### src/rtl/regfile_arb_pkg.sv
// Shared types and defaults for the register-file write-port arbiter.
package regfile_arb_pkg;

  localparam int XLEN_DEF = 32;
  localparam int AW_DEF   = 5;

  typedef enum logic [1:0] {
    IDLE  = 2'd0,
    PEND  = 2'd1,
    FORCE = 2'd2
  } arb_state_t;

  typedef struct packed {
    logic [AW_DEF-1:0]   rd;
    logic [XLEN_DEF-1:0] data;
  } pend_entry_t;

  // Increment that sticks at all-ones instead of wrapping.
  function automatic logic [15:0] sat_inc16(input logic [15:0] v);
    return (v == 16'hFFFF) ? v : (v + 16'd1);
  endfunction

endpackage

### src/rtl/regfile_wr_arbiter_chk.sv
// Protocol checks for the write-port arbiter: illegal pipeline writes,
// unexpected long-latency results and FIFO overflow.
module regfile_wr_arbiter_chk #(
  parameter int NREGS = 32,
  parameter int AW    = 5
) (
  input logic             clk,
  input logic             rst,
  input logic             pipe_wr_en,
  input logic [AW-1:0]    pipe_waddr,
  input logic             mc_valid,
  input logic [AW-1:0]    mc_rd,
  input logic             fifo_push,
  input logic             fifo_full,
  input logic [NREGS-1:0] busy
);

  a_pipe_wr_busy: assert property (@(posedge clk) disable iff (!rst)
    !(pipe_wr_en && (pipe_waddr != {AW{1'b0}}) && busy[pipe_waddr]));

  a_mc_valid_not_busy: assert property (@(posedge clk) disable iff (!rst)
    !(mc_valid && (mc_rd != {AW{1'b0}}) && !busy[mc_rd]));

  a_push_full: assert property (@(posedge clk) disable iff (!rst)
    !(fifo_push && fifo_full));

endmodule

### src/rtl/wb_pend_fifo.sv
// Small synchronous FIFO holding long-latency results until they win the
// register-file write port. Push while full and pop while empty are ignored.
module wb_pend_fifo
  import regfile_arb_pkg::*;
#(
  parameter int DEPTH = 2,
  localparam int PW   = $clog2(DEPTH)
) (
  input  logic        clk,
  input  logic        rst,
  input  logic        push,
  input  logic        pop,
  input  pend_entry_t din,
  output pend_entry_t head,
  output logic        full,
  output logic        empty,
  output logic [PW:0] count
);

  pend_entry_t mem_r [DEPTH];
  logic [PW:0] wr_ptr_r;
  logic [PW:0] rd_ptr_r;
  logic        do_push_s;
  logic        do_pop_s;

  // Pointers carry one extra wrap bit so full and empty are distinguishable.
  assign count     = wr_ptr_r - rd_ptr_r;
  assign full      = (count == (PW+1)'(DEPTH));
  assign empty     = (count == {(PW+1){1'b0}});
  assign head      = mem_r[rd_ptr_r[PW-1:0]];
  assign do_push_s = push & ~full;
  assign do_pop_s  = pop & ~empty;

  // Read/write pointer advance; reset discards all contents.
  always_ff @(posedge clk) begin
    if (!rst) begin
      wr_ptr_r <= {(PW+1){1'b0}};
      rd_ptr_r <= {(PW+1){1'b0}};
    end else begin
      if (do_push_s) wr_ptr_r <= wr_ptr_r + {{PW{1'b0}}, 1'b1};
      if (do_pop_s)  rd_ptr_r <= rd_ptr_r + {{PW{1'b0}}, 1'b1};
    end
  end

  // Entry storage; contents are only meaningful between the pointers.
  always_ff @(posedge clk) begin
    if (do_push_s) mem_r[wr_ptr_r[PW-1:0]] <= din;
  end

endmodule

### src/rtl/regfile_wr_arbiter.sv
// Register-file write-port arbiter: pipeline writeback vs. buffered
// long-latency results, with a busy scoreboard for decode hazards and a
// forced drain slot after repeated starvation.
// Optional statistics outputs are enabled by defining REGFILE_ARB_STATS_EN.
module regfile_wr_arbiter
  import regfile_arb_pkg::*;
#(
  parameter int XLEN         = XLEN_DEF,
  parameter int NREGS        = 32,
  parameter int AW           = AW_DEF,
  parameter int PEND_DEPTH   = 2,
  parameter int STARVE_LIMIT = 4
) (
  input  logic            clk,
  input  logic            rst,
  input  logic            pipe_wr_en,
  input  logic [AW-1:0]   pipe_waddr,
  input  logic [XLEN-1:0] pipe_wdata,
  input  logic            mc_issue,
  input  logic [AW-1:0]   mc_issue_rd,
  input  logic            mc_valid,
  input  logic [AW-1:0]   mc_rd,
  input  logic [XLEN-1:0] mc_wdata,
  output logic            mc_ready,
  input  logic [AW-1:0]   dec_rs1,
  input  logic [AW-1:0]   dec_rs2,
  input  logic [AW-1:0]   dec_rd,
  output logic            dec_stall,
  output logic            wb_hold,
`ifdef REGFILE_ARB_STATS_EN
  output logic [15:0]     stat_conflicts,
  output logic [15:0]     stat_forced,
`endif
  output logic            reg_wr,
  output logic [AW-1:0]   waddr,
  output logic [XLEN-1:0] wdata
);

  localparam int SW = $clog2(STARVE_LIMIT + 1);
  localparam int CW = $clog2(PEND_DEPTH) + 1;

  arb_state_t     state_r;
  arb_state_t     state_nxt_s;
  logic [SW-1:0]  starve_r;
  logic [SW-1:0]  starve_nxt_s;
  logic [NREGS-1:0] busy_r;
  logic [NREGS-1:0] busy_nxt_s;
  logic [NREGS-1:0] set_mask_s;
  logic [NREGS-1:0] clr_mask_s;

  pend_entry_t    push_entry_s;
  pend_entry_t    head_s;
  logic           fifo_full_s;
  logic           fifo_empty_s;
  logic [CW-1:0]  fifo_count_s;
  logic           push_s;
  logic           pop_s;
  logic           pipe_req_s;
  logic           pipe_win_s;

  assign push_entry_s.rd   = mc_rd;
  assign push_entry_s.data = mc_wdata;

  // Results to x0 are acknowledged but never buffered.
  assign push_s     = rst & mc_valid & ~fifo_full_s & (mc_rd != {AW{1'b0}});
  assign pipe_req_s = pipe_wr_en & (pipe_waddr != {AW{1'b0}});
  assign mc_ready   = rst ? ~fifo_full_s : 1'b1;
  assign wb_hold    = rst & (state_r == FORCE);
  assign dec_stall  = rst & (busy_r[dec_rs1] | busy_r[dec_rs2] | busy_r[dec_rd]);

  wb_pend_fifo #(.DEPTH(PEND_DEPTH)) u_fifo (
    .clk   (clk),
    .rst   (rst),
    .push  (push_s),
    .pop   (pop_s),
    .din   (push_entry_s),
    .head  (head_s),
    .full  (fifo_full_s),
    .empty (fifo_empty_s),
    .count (fifo_count_s)
  );

  // Port mux: forced drain, then pipeline, then buffered result.
  always_comb begin
    reg_wr     = 1'b0;
    waddr      = {AW{1'b0}};
    wdata      = {XLEN{1'b0}};
    pop_s      = 1'b0;
    pipe_win_s = 1'b0;
    if (!rst) begin
      reg_wr = 1'b0;
    end else if (state_r == FORCE) begin
      reg_wr = ~fifo_empty_s & (head_s.rd != {AW_DEF{1'b0}});
      waddr  = head_s.rd;
      wdata  = head_s.data;
      pop_s  = ~fifo_empty_s;
    end else if (pipe_req_s) begin
      reg_wr     = 1'b1;
      waddr      = pipe_waddr;
      wdata      = pipe_wdata;
      pipe_win_s = ~fifo_empty_s;
    end else if (!fifo_empty_s) begin
      reg_wr = 1'b1;
      waddr  = head_s.rd;
      wdata  = head_s.data;
      pop_s  = 1'b1;
    end else begin
      reg_wr = 1'b0;
    end
  end

  // Next-state and starvation-count logic.
  always_comb begin
    state_nxt_s  = state_r;
    starve_nxt_s = starve_r;
    case (state_r)
      IDLE: begin
        starve_nxt_s = {SW{1'b0}};
        if (push_s) state_nxt_s = PEND;
        else        state_nxt_s = IDLE;
      end
      PEND: begin
        if (pipe_win_s && (starve_r == SW'(STARVE_LIMIT - 1))) begin
          state_nxt_s  = FORCE;
          starve_nxt_s = {SW{1'b0}};
        end else if (pop_s) begin
          starve_nxt_s = {SW{1'b0}};
          if ((fifo_count_s == CW'(1)) && !push_s) state_nxt_s = IDLE;
          else                                     state_nxt_s = PEND;
        end else if (pipe_win_s) begin
          starve_nxt_s = starve_r + {{(SW-1){1'b0}}, 1'b1};
        end else begin
          state_nxt_s = PEND;
        end
      end
      FORCE: begin
        starve_nxt_s = {SW{1'b0}};
        if ((fifo_count_s > CW'(1)) || push_s) state_nxt_s = PEND;
        else                                   state_nxt_s = IDLE;
      end
      default: begin
        state_nxt_s  = IDLE;
        starve_nxt_s = {SW{1'b0}};
      end
    endcase
  end

  // Scoreboard update: a write of the head clears, an issue sets (set wins).
  assign clr_mask_s = pop_s ? ({{(NREGS-1){1'b0}}, 1'b1} << head_s.rd) : {NREGS{1'b0}};
  assign set_mask_s = (mc_issue && (mc_issue_rd != {AW{1'b0}}))
                    ? ({{(NREGS-1){1'b0}}, 1'b1} << mc_issue_rd) : {NREGS{1'b0}};
  assign busy_nxt_s = ((busy_r & ~clr_mask_s) | set_mask_s) & ~{{(NREGS-1){1'b0}}, 1'b1};

  // State, starvation counter and scoreboard registers.
  always_ff @(posedge clk) begin
    if (!rst) begin
      state_r  <= IDLE;
      starve_r <= {SW{1'b0}};
      busy_r   <= {NREGS{1'b0}};
    end else begin
      state_r  <= state_nxt_s;
      starve_r <= starve_nxt_s;
      busy_r   <= busy_nxt_s;
    end
  end

`ifdef REGFILE_ARB_STATS_EN
  logic [15:0] stat_conflicts_r;
  logic [15:0] stat_forced_r;

  // Saturating counters of pipe/FIFO conflicts and forced drain cycles.
  always_ff @(posedge clk) begin
    if (!rst) begin
      stat_conflicts_r <= 16'd0;
      stat_forced_r    <= 16'd0;
    end else begin
      if (pipe_req_s && !fifo_empty_s) stat_conflicts_r <= sat_inc16(stat_conflicts_r);
      if (state_r == FORCE)            stat_forced_r    <= sat_inc16(stat_forced_r);
    end
  end

  assign stat_conflicts = stat_conflicts_r;
  assign stat_forced    = stat_forced_r;
`endif

  regfile_wr_arbiter_chk #(.NREGS(NREGS), .AW(AW)) u_chk (
    .clk        (clk),
    .rst        (rst),
    .pipe_wr_en (pipe_wr_en),
    .pipe_waddr (pipe_waddr),
    .mc_valid   (mc_valid),
    .mc_rd      (mc_rd),
    .fifo_push  (push_s),
    .fifo_full  (fifo_full_s),
    .busy       (busy_r)
  );

endmodule

### config.mk
export PLATFORM = sky130hd
export DESIGN_NAME = regfile_wr_arbiter
export DESIGN_NICKNAME = d
export VERILOG_FILES = /design/src/rtl/regfile_arb_pkg.sv /design/src/rtl/regfile_wr_arbiter_chk.sv /design/src/rtl/wb_pend_fifo.sv /design/src/rtl/regfile_wr_arbiter.sv
export SDC_FILE = /design/constraint.sdc
export NUM_CORES = 1
export LEC_CHECK = 0
export CAP_MARGIN = 20
export CORE_MARGIN = 2
export CORE_UTILIZATION = 30
export DETAILED_ROUTE_END_ITERATION = 12
export SYNTH_ARGS = -nofsm -noshare
export SYNTH_HDL_FRONTEND = slang
export SYNTH_SLANG_ARGS = --single-unit
### constraint.sdc
create_clock -name clk -period 4.21 [get_ports clk]
set_input_delay 0.842 -clock clk [delete_from_list [all_inputs] [get_ports clk]]
set_output_delay 0.842 -clock clk [all_outputs]
set_load 0.05 [all_outputs]
==> results.json, run 1 <==
{
  "hp-class": "flop to flop",
  "synth_enable_flop_cells": 74,
  "wl_um": 16300,
  "post_dp_cell_area_sq_um": 7920,
  "hold_viol_final": 0,
  "ctsLongestPathBuffers": 2,
  "gr-total-overflow": 0,
  "post_syn_nets": 618,
  "count_of_buffers_added_by_post_cts_timing_repair_for_setup": 0,
  "critical_path.endpoint_type": "output pin",
  "worst_setup_hold_path_clk_slew_ns": 0.05,
  "layout.core_utilization_pct": 44.3,
  "antenna_found_initial": 2,
  "worst_ep_arrival_time_ns": 3.11,
  "hpwl_um": 12400,
  "fp.dieH_um": 144,
  "drc": 0,
  "design.die.area_sq_um": 20900,
  "antenna_left": 0,
  "cpMaxStageDelayCell": "sky130_fd_sc_hd__or4_4",
  "die_x_um": 144,
  "grt_first_pass_wirelength_um": 25600,
  "max-vdd-ir-drop_mv": 0.327,
  "share_of_post_route_cells_with_drive_strength_above_1_pct": 21.5,
  "ys.flop_type": "sky130_fd_sc_hd__edfxtp_1",
  "fill_cells": 1827,
  "all_layer_global_routing_usage_pct": 16.3,
  "first_global_vias": 4907,
  "finalCriticalPeriod_ns": 3.95,
  "start_kind": "primary input",
  "commonest_non_fill_non_tap_cell_in_the_layout": "sky130_fd_sc_hd__clkdlybuf4s50_1",
  "num_io_pins": 140,
  "cts_htree_levels": 4,
  "multiInputGateArea_sq_um": 2660,
  "finalCritPeriodShare_pct": 93.9,
  "cts_made_buffers": 17,
  "drtPass1Iterations": 5,
  "viasPerCell": 4.96,
  "core_area_sq_um": 19400,
  "setup_viol_count_final": 0,
  "layout.cells.most_common_list": "sky130_fd_sc_hd__clkdlybuf4s50_1, sky130_fd_sc_hd__nand2_1, sky130_fd_sc_hd__edfxtp_1, sky130_fd_sc_hd__mux2i_1, sky130_fd_sc_hd__o21ai_0",
  "via_count": 4644,
  "floorplan.initialDensity_pct": 30.5,
  "crit_path_cell_trace": "clkdlybuf4s50_1 > or4_4 > o21ai_1 > a21boi_2 > nand2b_4 > buf_4 > o21ai_2 > buf_12",
  "final_cell_count_no_fill": 937,
  "clkSinkCount": 115,
  "max_slew_margin_pct": 33.7,
  "max_slew.worst_pin.slew_ns": 0.994,
  "postCtsResizedCells": 0,
  "place.detailed.instances": 904,
  "register_area_sq_um": 3040,
  "synth.yosys.seq_area_share_pct": 51.4,
  "finish.net_count": 760,
  "postSynthCellCount": 516,
  "worst_skew_pair_latency_ns": 0.40,
  "synth_async_sr_flop_share_pct": 0,
  "timing.critical_path.required_ns": 3.37,
  "syn_avg_cell_area_sq_um": 11.5,
  "routability_cong": 0.878,
  "yosys_register_bits": 115,
  "netlist_area_sq_um": 5910,
  "rows": 51,
  "final_cell_area_sq_um": 8600,
  "yosysWarningCount": 0,
  "critical-path-max-stage-delay_ns": 0.58,
  "rsz0062_at_grt": "no",
  "kind_of_cell_with_the_highest_combined_delay_on_the_critical_path": "simple AND/OR/NAND/NOR gates",
  "finClkSkew_ns": 0.00715,
  "synth_to_final_area_change_pct": 45.5,
  "timing_limited_maximum_frequency_ghz": 0.253,
  "clock_tree.root_cell": "sky130_fd_sc_hd__clkbuf_16",
  "grt_start_max_net_pins": 39,
  "ys_types": 50,
  "run_status": "completed",
  "cts_tree": "built",
  "p_leak_nw": 2.93,
  "setup_tns_ns": 0,
  "critical_path.max_fanout": 19,
  "path_class": "primary input to output pin",
  "critPathBufInv": 3,
  "holdBufCountCts": 0,
  "drt-wirelength-per-cell_um": 17.4,
  "first_iter_violations": 314,
  "power_density_nw_per_um2": 505,
  "cap_violations": 0,
  "final_max_slew_viol_count": 0,
  "place.port_buffers": 139
}
[final timing paths]
| check | startpoint | to | slack, ns | depth (start not counted) |
|---|---|---|---|---|
| worst max-delay path | pipe_waddr[2] | waddr[1] | 0.26 | 8 |
| worst min-delay path | starve_r[1] | starve_r[1] | 0.47 | 2 |
| worst max register to register | flop | busy_r[12] | 1.81 | 6 |
| worst min register to register | starve_r[1] | starve_r[1] | 0.47 | 2 |
[registers in the layout (all words and copies together), names as in the netlist, named ones only]
| name | flops |
|---|---|
| u_fifo.rd_ptr_r | 2 |
| u_fifo.wr_ptr_r | 2 |
| starve_r | 3 |
| busy_r | 31 |
| state_r | 2 |
| u_fifo.mem_r | 74 |
[cells by family (layout without fill, tap and decap cells)]
logic type,count (synthesis),count (layout),synth area share (%)
adders and majority gates,3,3,0.635
and+or+nand+nor,149,149,11.6
buffers and inverters,37,192,3.79
other,0,1,0
muxes,71,71,16.5
DFF,115,115,51.4
AOI/OAI and AO/OA,135,135,14.9
xor gates and xnor gates,6,6,1.16
[synthesized netlist by cell type (4+ instances only)]
cell                       count  share of area, %
sky130_fd_sc_hd__nand2b_1     11               1.2
sky130_fd_sc_hd__dfxtp_1      41                14
sky130_fd_sc_hd__mux2i_1      49               8.3
sky130_fd_sc_hd__buf_12        4               1.4
sky130_fd_sc_hd__o21ai_0      42               3.6
sky130_fd_sc_hd__nand3_1      10              0.85
sky130_fd_sc_hd__edfxtp_1     74                38
sky130_fd_sc_hd__buf_2        10              0.85
sky130_fd_sc_hd__inv_1         9              0.57
sky130_fd_sc_hd__nand2_1      80               5.1
sky130_fd_sc_hd__nand4_1       4              0.42
sky130_fd_sc_hd__a21oi_1      38               3.2
sky130_fd_sc_hd__nor3_1        5              0.42
sky130_fd_sc_hd__buf_1         5              0.32
sky130_fd_sc_hd__nor2_1       22               1.4
sky130_fd_sc_hd__mux4_2       21               8.0
sky130_fd_sc_hd__nor2b_1       5              0.53
sky130_fd_sc_hd__clkbuf_1      8              0.51
sky130_fd_sc_hd__o21ai_2      30               4.4
[metal layers]
metal  part of all wire (%)  vias to the layer above  GRT usage [%]
met5                      0                        -              0
met4                    2.1                        0           7.15
met3                    7.5                       20           5.17
met2                     49                      180           27.1
met1                     41                     2219           19.4
li1                       -                     2225              -
[where the power goes]
part           leakage (nW)  switching, W  total, W  internal, W
clock network         0.326      0.000517   0.00163      0.00112
logic                  1.60      0.000769   0.00135     0.000578
registers              1.01     0.0000710   0.00136      0.00129
total                  2.93       0.00136   0.00434      0.00299
[final cells by class]
type / instances / share of cell area, %
Clock inverter: 15 / 2.94
Clock buffer: 17 / 4.94
Multi-Input combinational cell: 364 / 30.9
Timing Repair Buffer: 151 / 21.6
Sequential cell: 115 / 35.4
Tap cell: 265 / 3.85
Antenna cell: 1 / 0.0291
Inverter: 9 / 0.393
[stage by stage]
stage          hold slack [ns]  worst slack [ns]  total power, W
6_report                 0.474             0.256         0.00434
5_1_grt                  0.503             0.145         0.00451
4_1_cts                  0.473             0.234         0.00439
3_5_place_dp             0.463             0.245         0.00275
3_3_place_gp             0.448             0.303         0.00273
2_1_floorplan            0.440             0.347         0.00222
[worst reg2reg max path: stages, from the launching register on]
cell and delay (ns):
sky130_fd_sc_hd__dfxtp_2 0.75, sky130_fd_sc_hd__buf_4 0.49, sky130_fd_sc_hd__nand2b_1 0.15, sky130_fd_sc_hd__o32ai_1 0.28
sky130_fd_sc_hd__nand4_1 0.26, sky130_fd_sc_hd__o21ai_0 0.27, sky130_fd_sc_hd__a21oi_1 0.09
Note: power is estimated with default switching activity, not from simulation.
==> inputs of run 2 (changes only) <==
Settings changed: PLACE_DENSITY_LB_ADDON set to 0.15.
==> run 2 against run 1 <==
  * Fmax grew 1.6%
  * Cell count shrank 0.11%
  * Via count shrank 1.9%
  * Hold slack gained 0.0045 ns
  * Critical path type unchanged
  * Critical endpoint is now wdata[20]
==> results.json, run 2 (synthesis gave the netlist of run 1 again) <==
{
  "finClkSkew_ns": 0.0146,
  "finalCriticalPeriod_ns": 3.89,
  "finish.net_count": 759,
  "rows": 51,
  "finalCritPeriodShare_pct": 92.5,
  "start_kind": "primary input",
  "cts_made_buffers": 17,
  "holdBufCountCts": 0,
  "hp-class": "flop to flop",
  "core_area_sq_um": 19400,
  "cts_htree_levels": 4,
  "grt_first_pass_wirelength_um": 25000,
  "fin_ws_ns": 0.317,
  "place.port_buffers": 139,
  "layout.cells.most_common_list": "sky130_fd_sc_hd__clkdlybuf4s50_1, sky130_fd_sc_hd__nand2_1, sky130_fd_sc_hd__edfxtp_1, sky130_fd_sc_hd__mux2i_1, sky130_fd_sc_hd__o21ai_0",
  "drc": 0,
  "grt_start_max_net_pins": 39,
  "setup_viol_count_final": 0,
  "groute.layer.met1.usage_pct": 18.8,
  "path_class": "primary input to output pin",
  "critical_path.max_fanout": 18,
  "worst_skew_pair_latency_ns": 0.42,
  "max_slew.worst_pin.slew_ns": 0.990,
  "post_place_setup_slack_ns": 0.309,
  "timing.critical_path.required_ns": 3.37,
  "share_of_post_route_cells_with_drive_strength_above_1_pct": 21.2,
  "wl_um": 16100,
  "grt.met2_usage_pct": 27.0,
  "cap_violations": 0,
  "fp.dieH_um": 144,
  "final_max_slew_viol_count": 0,
  "floorplan.initialDensity_pct": 30.5,
  "synth_to_final_area_change_pct": 44.1,
  "p_leak_nw": 2.89,
  "via_count": 4555,
  "drtPass1Iterations": 5,
  "fill_cells": 1870,
  "cts_tree": "built",
  "hold_viol_final": 0,
  "viasPerCell": 4.87,
  "power_density_nw_per_um2": 486,
  "count_of_buffers_added_by_post_cts_timing_repair_for_setup": 0,
  "clkSinkCount": 115,
  "multiInputGateArea_sq_um": 2660,
  "all_layer_global_routing_usage_pct": 16.1,
  "design.die.area_sq_um": 20900,
  "first_global_vias": 4693,
  "max-vdd-ir-drop_mv": 0.264,
  "gr-max-usage-layer": "met2",
  "setup_tns_ns": 0,
  "worst_ep_arrival_time_ns": 3.05,
  "critical_path.endpoint_type": "output pin",
  "die_x_um": 144,
  "timing_limited_maximum_frequency_ghz": 0.257,
  "num_io_pins": 140,
  "rsz0062_at_grt": "no",
  "largest_register_ff_count": 74,
  "postCtsResizedCells": 0,
  "worst_setup_hold_path_clk_slew_ns": 0.05,
  "antenna_found_initial": 1,
  "run_status": "completed",
  "antenna_left": 0,
  "first_iter_violations": 263,
  "max_slew_margin_pct": 34.0,
  "routability_cong": 0.865,
  "register_area_sq_um": 3040,
  "drt-wirelength-per-cell_um": 17.2,
  "ctsLongestPathBuffers": 2,
  "hpwl_um": 12100,
  "gr-total-overflow": 0,
  "groute.layer.met3.usage_pct": 5.07,
  "clock_tree.root_cell": "sky130_fd_sc_hd__clkbuf_16",
  "commonest_non_fill_non_tap_cell_in_the_layout": "sky130_fd_sc_hd__clkdlybuf4s50_1"
}
## run 2: cell types whose count changed in the layout (fill, tap and decap cells not counted), sizes merged
cell	before	now
clkinv	5	7
buf	52	51
inv	12	10
clkinvlp	1	3
clkbuf	17	18
bufinv	6	3
## run 2: per-layer routing
layer	share of wire (%)	vias up	wire length (um)
met1	41	2158	6610
met3	7.1	19	1140
li1	-	2229	-
met5	0	-	0
met2	50	149	8120
met4	1.6	0	259
## run 2: path summary, 6_finish.rpt
kind,start,end,slack (ns),cells past startpoint
worst min register to register,starve_r[1],starve_r[1],0.48,2
worst max register to register,u_fifo.wr_ptr_r[0],u_fifo.mem_r[1][29],1.84,5
worst min-delay path,starve_r[1],starve_r[1],0.48,2
worst max-delay path,pipe_waddr[2],wdata[20],0.32,8
## run 2: final cells by class
type,count,share of cell area (%)
sequential,115,35.7
multi-input combinational,364,31.2
timing repair buffer,150,21.8
clock buffer,18,5.04
tap,265,3.89
clock inverter,14,1.91
inverter,9,0.396
antenna,1,0.0294
## run 2: critical path, cell delays in order
cell	delay [ns]
sky130_fd_sc_hd__clkdlybuf4s50_1	0.42
sky130_fd_sc_hd__or4_4	0.59
sky130_fd_sc_hd__o21ai_1	0.21
sky130_fd_sc_hd__a21boi_2	0.09
sky130_fd_sc_hd__nand2b_4	0.29
sky130_fd_sc_hd__buf_4	0.25
sky130_fd_sc_hd__o21ai_2	0.19
sky130_fd_sc_hd__buf_12	0.16
## run 2: where the power goes
group          internal [W]  leakage, nW  switching [W]
clock              0.000925        0.283       0.000504
sequential          0.00129         1.01      0.0000634
combinational      0.000588         1.60       0.000773
total               0.00281         2.89        0.00134
## run 2: per-stage QoR
step                      instance area (sq um)  util (%)  total power, W  std cells  hold slack (ns)
after CTS                                  8520      43.9         0.00420        935            0.475
after global placement                     7930      40.9         0.00275        903            0.449
after global routing                       8520      43.9         0.00433        936            0.500
final                                      8520      43.9         0.00415        936            0.479
after detailed placement                   7930      40.9         0.00276        903            0.468
after floorplan                            5910         -         0.00222        516            0.440
